==> src/rtl/hc4e_prog_loader.sv <==
// rtl/hc4e_prog_loader.sv - UART program loader and 256x8 instruction memory for the HC4e core
// Optional inter-byte load timeout: HC4E_LOADER_TIMEOUT_EN
module hc4e_prog_loader #(
    parameter int CLK_HZ         = 20_000_000,
    parameter int BAUD           = 115200,
    parameter int TIMEOUT_CYCLES = 20_000_000
) (
    input  logic       clock,
    input  logic       nReset,
    input  logic       uart_rx,
    input  logic [7:0] pc_in,
    output logic [7:0] instruction,
    output logic       cpu_nReset,
    output logic       loading,
    output logic       load_err,
    output logic [8:0] byte_count
);
    localparam int DIV = CLK_HZ / BAUD;
    localparam int CW  = $clog2(DIV + 1);
    localparam logic [CW-1:0] DIV_M1  = CW'(DIV - 1);
    localparam logic [CW-1:0] HALF_M1 = CW'(DIV / 2 - 1);

    typedef enum logic [1:0] {RX_IDLE, RX_START, RX_DATA, RX_STOP} rx_state_t;
    typedef enum logic [2:0] {S_SYNC, S_LEN, S_DATA, S_SUM, S_RUN, S_ERR} state_t;

    rx_state_t     rx_state_q, rx_state_d;
    logic [CW-1:0] rx_cnt_q, rx_cnt_d;
    logic [2:0]    rx_bit_q, rx_bit_d;
    logic [7:0]    rx_shift_q, rx_shift_d;
    logic          rx_meta_q, rx_sync_q, rx_prev_q;
    logic          rx_valid_q, rx_valid_d, rx_ferr_q, rx_ferr_d;

    state_t     state_q, state_d;
    logic [8:0] len_q, len_d, bc_q, bc_d;
    logic [7:0] sum_q, sum_d;
    logic       err_q, err_d, cpu_q, cpu_d, mem_we;
    logic [7:0] mem_q [256];

    always_ff @(posedge clock or negedge nReset) begin
        if (!nReset) begin
            rx_meta_q  <= 1'b1;
            rx_sync_q  <= 1'b1;
            rx_prev_q  <= 1'b1;
            rx_state_q <= RX_IDLE;
            rx_cnt_q   <= '0;
            rx_bit_q   <= '0;
            rx_shift_q <= '0;
            rx_valid_q <= 1'b0;
            rx_ferr_q  <= 1'b0;
        end else begin
            rx_meta_q  <= uart_rx;
            rx_sync_q  <= rx_meta_q;
            rx_prev_q  <= rx_sync_q;
            rx_state_q <= rx_state_d;
            rx_cnt_q   <= rx_cnt_d;
            rx_bit_q   <= rx_bit_d;
            rx_shift_q <= rx_shift_d;
            rx_valid_q <= rx_valid_d;
            rx_ferr_q  <= rx_ferr_d;
        end
    end

    // Start edge is re-checked at mid start bit; all later samples land mid-bit.
    always_comb begin
        rx_state_d = rx_state_q;
        rx_cnt_d   = rx_cnt_q + CW'(1);
        rx_bit_d   = rx_bit_q;
        rx_shift_d = rx_shift_q;
        rx_valid_d = 1'b0;
        rx_ferr_d  = 1'b0;
        case (rx_state_q)
            RX_IDLE: begin
                rx_cnt_d = '0;
                if (rx_prev_q && !rx_sync_q) rx_state_d = RX_START;
            end
            RX_START: if (rx_cnt_q == HALF_M1) begin
                rx_cnt_d   = '0;
                rx_bit_d   = '0;
                rx_state_d = rx_sync_q ? RX_IDLE : RX_DATA;
            end
            RX_DATA: if (rx_cnt_q == DIV_M1) begin
                rx_cnt_d   = '0;
                rx_shift_d = {rx_sync_q, rx_shift_q[7:1]};
                rx_bit_d   = rx_bit_q + 3'd1;
                if (rx_bit_q == 3'd7) rx_state_d = RX_STOP;
            end
            RX_STOP: if (rx_cnt_q == DIV_M1) begin
                rx_cnt_d   = '0;
                rx_valid_d = rx_sync_q;
                rx_ferr_d  = !rx_sync_q;
                rx_state_d = RX_IDLE;
            end
            default: rx_state_d = RX_IDLE;
        endcase
    end

    assign loading = (state_q == S_LEN) || (state_q == S_DATA) || (state_q == S_SUM);

`ifdef HC4E_LOADER_TIMEOUT_EN
    logic [31:0] to_cnt_q;
    logic        to_hit;
    assign to_hit = loading && !rx_valid_q && (to_cnt_q == 32'(TIMEOUT_CYCLES - 1));
    always_ff @(posedge clock or negedge nReset) begin
        if (!nReset) to_cnt_q <= '0;
        else         to_cnt_q <= (loading && !rx_valid_q) ? to_cnt_q + 32'd1 : '0;
    end
`else
    logic to_hit;
    assign to_hit = 1'b0;
`endif

    always_comb begin
        state_d = state_q;
        len_d   = len_q;
        bc_d    = bc_q;
        sum_d   = sum_q;
        err_d   = err_q;
        mem_we  = 1'b0;
        if (rx_ferr_q || to_hit) begin
            state_d = S_ERR;
            err_d   = 1'b1;
        end else if (rx_valid_q) begin
            case (state_q)
                S_SYNC, S_ERR, S_RUN: if (rx_shift_q == 8'h55) begin
                    state_d = S_LEN;
                    err_d   = 1'b0;
                end
                S_LEN: begin
                    len_d   = (rx_shift_q == 8'h00) ? 9'd256 : {1'b0, rx_shift_q};
                    bc_d    = '0;
                    sum_d   = '0;
                    state_d = S_DATA;
                end
                S_DATA: begin
                    mem_we = 1'b1;
                    sum_d  = sum_q + rx_shift_q;
                    bc_d   = bc_q + 9'd1;
                    if (bc_q + 9'd1 == len_q) state_d = S_SUM;
                end
                S_SUM: begin
                    if (rx_shift_q == sum_q) begin
                        state_d = S_RUN;
                    end else begin
                        state_d = S_ERR;
                        err_d   = 1'b1;
                    end
                end
                default: state_d = S_SYNC;
            endcase
        end
        cpu_d = (state_d == S_RUN);
    end

    always_ff @(posedge clock or negedge nReset) begin
        if (!nReset) begin
            state_q <= S_SYNC;
            len_q   <= '0;
            bc_q    <= '0;
            sum_q   <= '0;
            err_q   <= 1'b0;
            cpu_q   <= 1'b0;
        end else begin
            state_q <= state_d;
            len_q   <= len_d;
            bc_q    <= bc_d;
            sum_q   <= sum_d;
            err_q   <= err_d;
            cpu_q   <= cpu_d;
        end
    end

    // Image survives nReset, so the array has no reset.
    always_ff @(posedge clock) begin
        if (mem_we) mem_q[bc_q[7:0]] <= rx_shift_q;
    end

    assign instruction = (state_q == S_RUN) ? mem_q[pc_in] : 8'hE1;
    assign cpu_nReset  = cpu_q;
    assign load_err    = err_q;
    assign byte_count  = bc_q;
endmodule

==> config.mk <==
export PLATFORM = sky130hd
export DESIGN_NAME = hc4e_prog_loader
export DESIGN_NICKNAME = d
export VERILOG_FILES = /design/src/rtl/hc4e_prog_loader.sv
export SDC_FILE = /design/constraint.sdc
export NUM_CORES = 2
export LEC_CHECK = 0
export ABC_AREA = 0
export CAP_MARGIN = 20
export CORE_UTILIZATION = 40
export DETAILED_ROUTE_END_ITERATION = 10
export PLACE_DENSITY = 0.56
export SKIP_CTS_REPAIR_TIMING = 1
export SLEW_MARGIN = 20
export SYNTH_ARGS = -nofsm -noshare
export SYNTH_HDL_FRONTEND = slang
export SYNTH_SLANG_ARGS = --single-unit
==> constraint.sdc <==
create_clock -name clock -period 7.1 [get_ports clock]
set_clock_uncertainty 0.1 [all_clocks]
set_input_delay 1.42 -clock clock [delete_from_list [all_inputs] [get_ports clock]]
set_output_delay 1.42 -clock clock [all_outputs]
set_load 0.1 [all_outputs]
# After elaboration in Yosys (flattened, before gate mapping)
# Memory sizes are Yosys's and may differ from the RTL's.
# Cells that the tools add are included.
# totals
ramBits,2048
output_inout_bits,20
memories,1
inputBits,11
ff_bits,57
word_cells,99
# op_classes
mux,37
eq_ne,22
add_sub_neg,4
n_reduce_logical,19
n_bitwise,1
# mem_list
name,depth,width,read_ports,rd_clocked_by_memory_dff,write_ports,line_no,source
mem_q,256,8,1,0,1,37,logic [7:0] mem_q [256];
# ops
operator,count
2-to-1 mux 8 bit,3
case mux 8 bit (3 select lines),1
2-to-1 mux 3 bit,6
case mux 9 bit (2 select lines),1
"== test 8 x 7 -> 1 bit, second input constant",2
case mux 8 bit (2 select lines),1
2-to-1 mux 1 bit,14
"== test 3 bit, second input constant",4
2-to-1 mux 2 bit,6
case mux 3 bit (4 select lines),1
"inequality test 2 bit, second input constant",5
"adder 9 x 1 -> 9 bit, second input constant",1
== test 9 bit,1
2-to-1 mux 9 bit,1
AND reduction 3 bit,3
"adder 8 x 1 -> 8 bit, second input constant",1
adder 8 bit,1
== test 8 bit,1
"== test 8 bit, second input constant",1
zero test 8 bit,1
case mux 2 bit (4 select lines),1
"== test 3 x 2 -> 1 bit, second input constant",2
"inequality test 3 bit, second input constant",2
case mux 3 bit (2 select lines),1
18 further kinds,22

# Logic depth before layout (Yosys ltp)
# depth
depth_word,7
depth_mapped,12

# Worst setup path before layout
# No wires, ideal clock.
# synth_timing
path_kind,in2out
start,input pc_in[0]
end,output instruction[6]
arrival_time_ns,7.576
stages,10
path_buffers,4
slack_ns,-1.996
required_ns,5.580
cell_sequence,buf_6 > buf_6 > or3b_2 > buf_2 > buf_2 > o221ai_1 > a21oi_1 > a21oi_1 > o21ai_0 > a2111oi_0
# synth_via
elab_chain_len,2
# synth_rtl
element,line_no,source
start: declaration,11,"input logic [7:0] pc_in,"
memory (256 x 8 bit),--,
2-to-1 mux 8 bit,177,assign instruction = (state_q == S_RUN) ? mem_q[pc_in] : 8'hE1;
end: declaration,12,"output logic [7:0] instruction,"
# No other way between the ends.

# Final worst setup path
# layout_timing
start,input pc_in[6]
end,output instruction[4]
# Same word-level chain as after synthesis.

==> impl_metrics.ini <==
[floorplan]
ios = 31
core_um2 = 205000
dieArea_um2 = 208000
rows = 166
start_util = 0.402
fp.dieW_um = 456
die_h_um = 456

[global_routing]
grt_pass1_vias = 40700
grt_usage = 0.206
grt_start_max_net_pins = 190
grt_pass1_wl_um = 306000
antenna_found_initial = 6
grt_overflow = 0

[power_and_ir_drop]
p_per_area_nw_per_um2 = 266
power.leakage_nw = 24.1
ir_worst_vdd_mv = 0.247
comb_power_share = 0.023
power.total_mw = 24.8
p_clk_frac = 0.435
netSwitchingFraction = 0.205
p_seq_frac = 0.542
power.switching_mw = 5.08
p_int_mw = 19.7

[critical_path]
cp_data_arrival_time_ns = 5.59
end_kind = output port
crit_type = primary input to output port
cp_max_fo = 12
critPathRequiredTime_ns = 5.58
crit_path_start_kind = primary input

[synth]
synth_area_um2 = 82300
ys.flop_type = edfxtp_1
synth_top_area_share = 0.747
yosysWarnings = 0
synth-compound-area-share = 0.0237
yosys.area.top_type = edfxtp_1
ys_seq_elements = 2105
synthAdderAreaFrac = 0.00268
async_flop_share = 0.0271
synth-xor-area-share = 0.00277
synth_top_family_by_area = multiplexers
yosys-mux-area-fraction = 0.158
syn_avg_cell_area_um2 = 20.7
synthCells = 3970
yosys-top-cells-count = edfxtp_1 (2,048), mux4_2 (488), nor2_1 (320)
syn_nets = 3998
yosysMostFrequentCell = edfxtp_1
yosys.area_share.simple = 0.0329
synth.distinct_cells = 63
netlist_top_cells_area = edfxtp_1 (75%), mux4_2 (13%), mux2i_1 (2.0%), dfrtp_1 (1.6%), nor2_1 (1.5%)
synth_edf_count = 2048
synth-seq-area-share = 0.765

[sta]
drv_slew = 0
fmaxAchievable_mhz = 141
final.period_utilization = 1.00
finalWorstPathRequiredPeriod_ns = 7.11
hold_violations = 0
rsz0062_at_grt = yes
tightestPinTransition_ns = 1.12
finalSetupTns_ns = -0.00961
final.setup.worst_slack_ns = -0.00961
relSlewSlack = 0.250
final-setup-viol-count = 1

[final_layout]
fillCellCount = 17100
syn_to_final_growth_pct = 13.3
final_net_count = 4180
instances_no_fill = 7009
stdcell_area_um2 = 93200
drive_above_1_share = 0.239

[route]
drt-vias-per-instance = 5.78
dr_total_vias = 40500
dr.pass1.iters = 5
wl_per_cell_um = 30.7
drt_wl_total_um = 215000
drt_iter0_markers = 4576
drcViolationCount = 0
final_antenna_net_count = 0

[outcome]
violations = setup timing
status = finished, violations left

[place]
io_buffers = 30
finalWeightedCongestion = 0.841
place_ws_ns = -0.0733
placed_cell_area_um2 = 86600
dp_cells = 6629
post-dp-hpwl_um = 135000

[clocking]
cts_root_buffer = clkbuf_16
clk_latency_ns = 0.85
cts_buffers = 209
clock_sinks = 2105
cts_tree = built
clkTransAtPathRegs_ns = 0.06
htreeDepth = 4
clockBufferDepth = 3

[run]
maxCapViolations = 0

[hold_path]
hold_class = flip-flop to flip-flop
[layout make-up]
cell class | instances | area [um2] | share of cell area
well taps | 2688 | 3360 | 0.0361
flip-flops and latches | 2105 | 63000 | 0.675
repair buffers | 202 | 2000 | 0.0215
inverters | 20 | 75.1 | 0.000805
diodes | 2 | 5.00 | 0.0000537
multi-input cells | 1614 | 18200 | 0.195
clock buffers | 259 | 5510 | 0.0591
clock inverters | 119 | 1120 | 0.0121
[worst paths after layout]
| check | cells past startpoint | slack [ns] | to | start |
|---|---|---|---|---|
| max reg2reg | 7 | 2.88 | mem_q[208][4]$_DFFE_PP_ | state_q[1]$_DFF_PN0_ |
| max in group asynchronous | 2 | 5.69 | rx_shift_q[1]$_DFFE_PN0P_ | nReset |
| max | 10 | -0.01 | instruction[4] | pc_in[6] |
| min | 0 | 0.26 | rx_sync_q$_DFF_PN1_ | rx_meta_q$_DFF_PN1_ |
| min in group asynchronous | 2 | 0.61 | byte_count[0]$_DFFE_PN0P_ | nReset |
| min reg2reg | 0 | 0.26 | rx_sync_q$_DFF_PN1_ | rx_meta_q$_DFF_PN1_ |
[critical path: stages]
cell and delay [ns]:
clkdlybuf4s50_1 0.90, nor2_1 0.08, buf_4 0.22, nand2_1 0.77, o22ai_1 0.17, nor4_2 0.76, nand3_1 0.25, a21oi_1 0.41
or4_1 0.37, buf_12 0.22
[cells by family after synthesis]
logic type      after synthesis
flops                      2105
mux                         682
simple gates                603
compound gates              286
buf+inv                     251
xor+xnor                     26
fa+ha+maj                    17
[sequential cells by signal, indices dropped and copies added (netlist names), 3 cells and up, named ones only]
name	flops
mem_q	2048
byte_count	9
len_q	9
rx_cnt_q	8
rx_shift_q	8
sum_q	8
rx_bit_q	3
state_q	3
[stage by stage]
step | utilization | hold WS, ns
detailed placement | 0.423 | 0.249
global placement | 0.423 | 0.249
global route | 0.456 | 0.264
CTS | 0.456 | 0.258
finish | 0.456 | 0.257
floorplan | - | 0.245
[power groups by stage]
stage	clock [mW]	combinational (mW)	sequential (mW)
global route	11.4	0.601	13.4
global placement	0	0.572	13.7
finish	10.8	0.564	13.5
CTS	11.0	0.574	13.5
detailed placement	0	0.573	13.7
floorplan	0	0.372	13.7
[layout by cell type (no fill, tap or decap), types with 16 or more instances in the layout]
master,netlist,routed
buf_12,0,34
o21ai_0,49,49
dfrtp_1,54,46
mux4_2,488,488
mux2i_1,164,164
clkbuf_1,99,44
nor2b_1,18,17
clkinv_2,0,36
edfxtp_1,2048,2048
ha_1,16,16
clkdlybuf4s50_1,0,16
buf_4,33,146
nand2b_1,23,21
clkinv_1,4,53
nor3_1,19,17
nor2_1,320,315
bufinv_16,0,16
a21oi_1,49,49
nand2_1,79,75
mux2_2,30,30
o22ai_1,55,55
nand4_1,20,20
clkbuf_16,0,212
nand3_1,70,66
inv_1,16,16
o221ai_1,22,22
[layer usage]
metal | wire length [um] | global-route usage | up-vias
li1 | - | - | 16800
met1 | 90900 | 0.288 | 22000
met2 | 104000 | 0.331 | 1424
met3 | 14800 | 0.0396 | 308
met4 | 5690 | 0.0579 | 2
met5 | 13 | 0 | -
(Power assumes the default switching activity.)
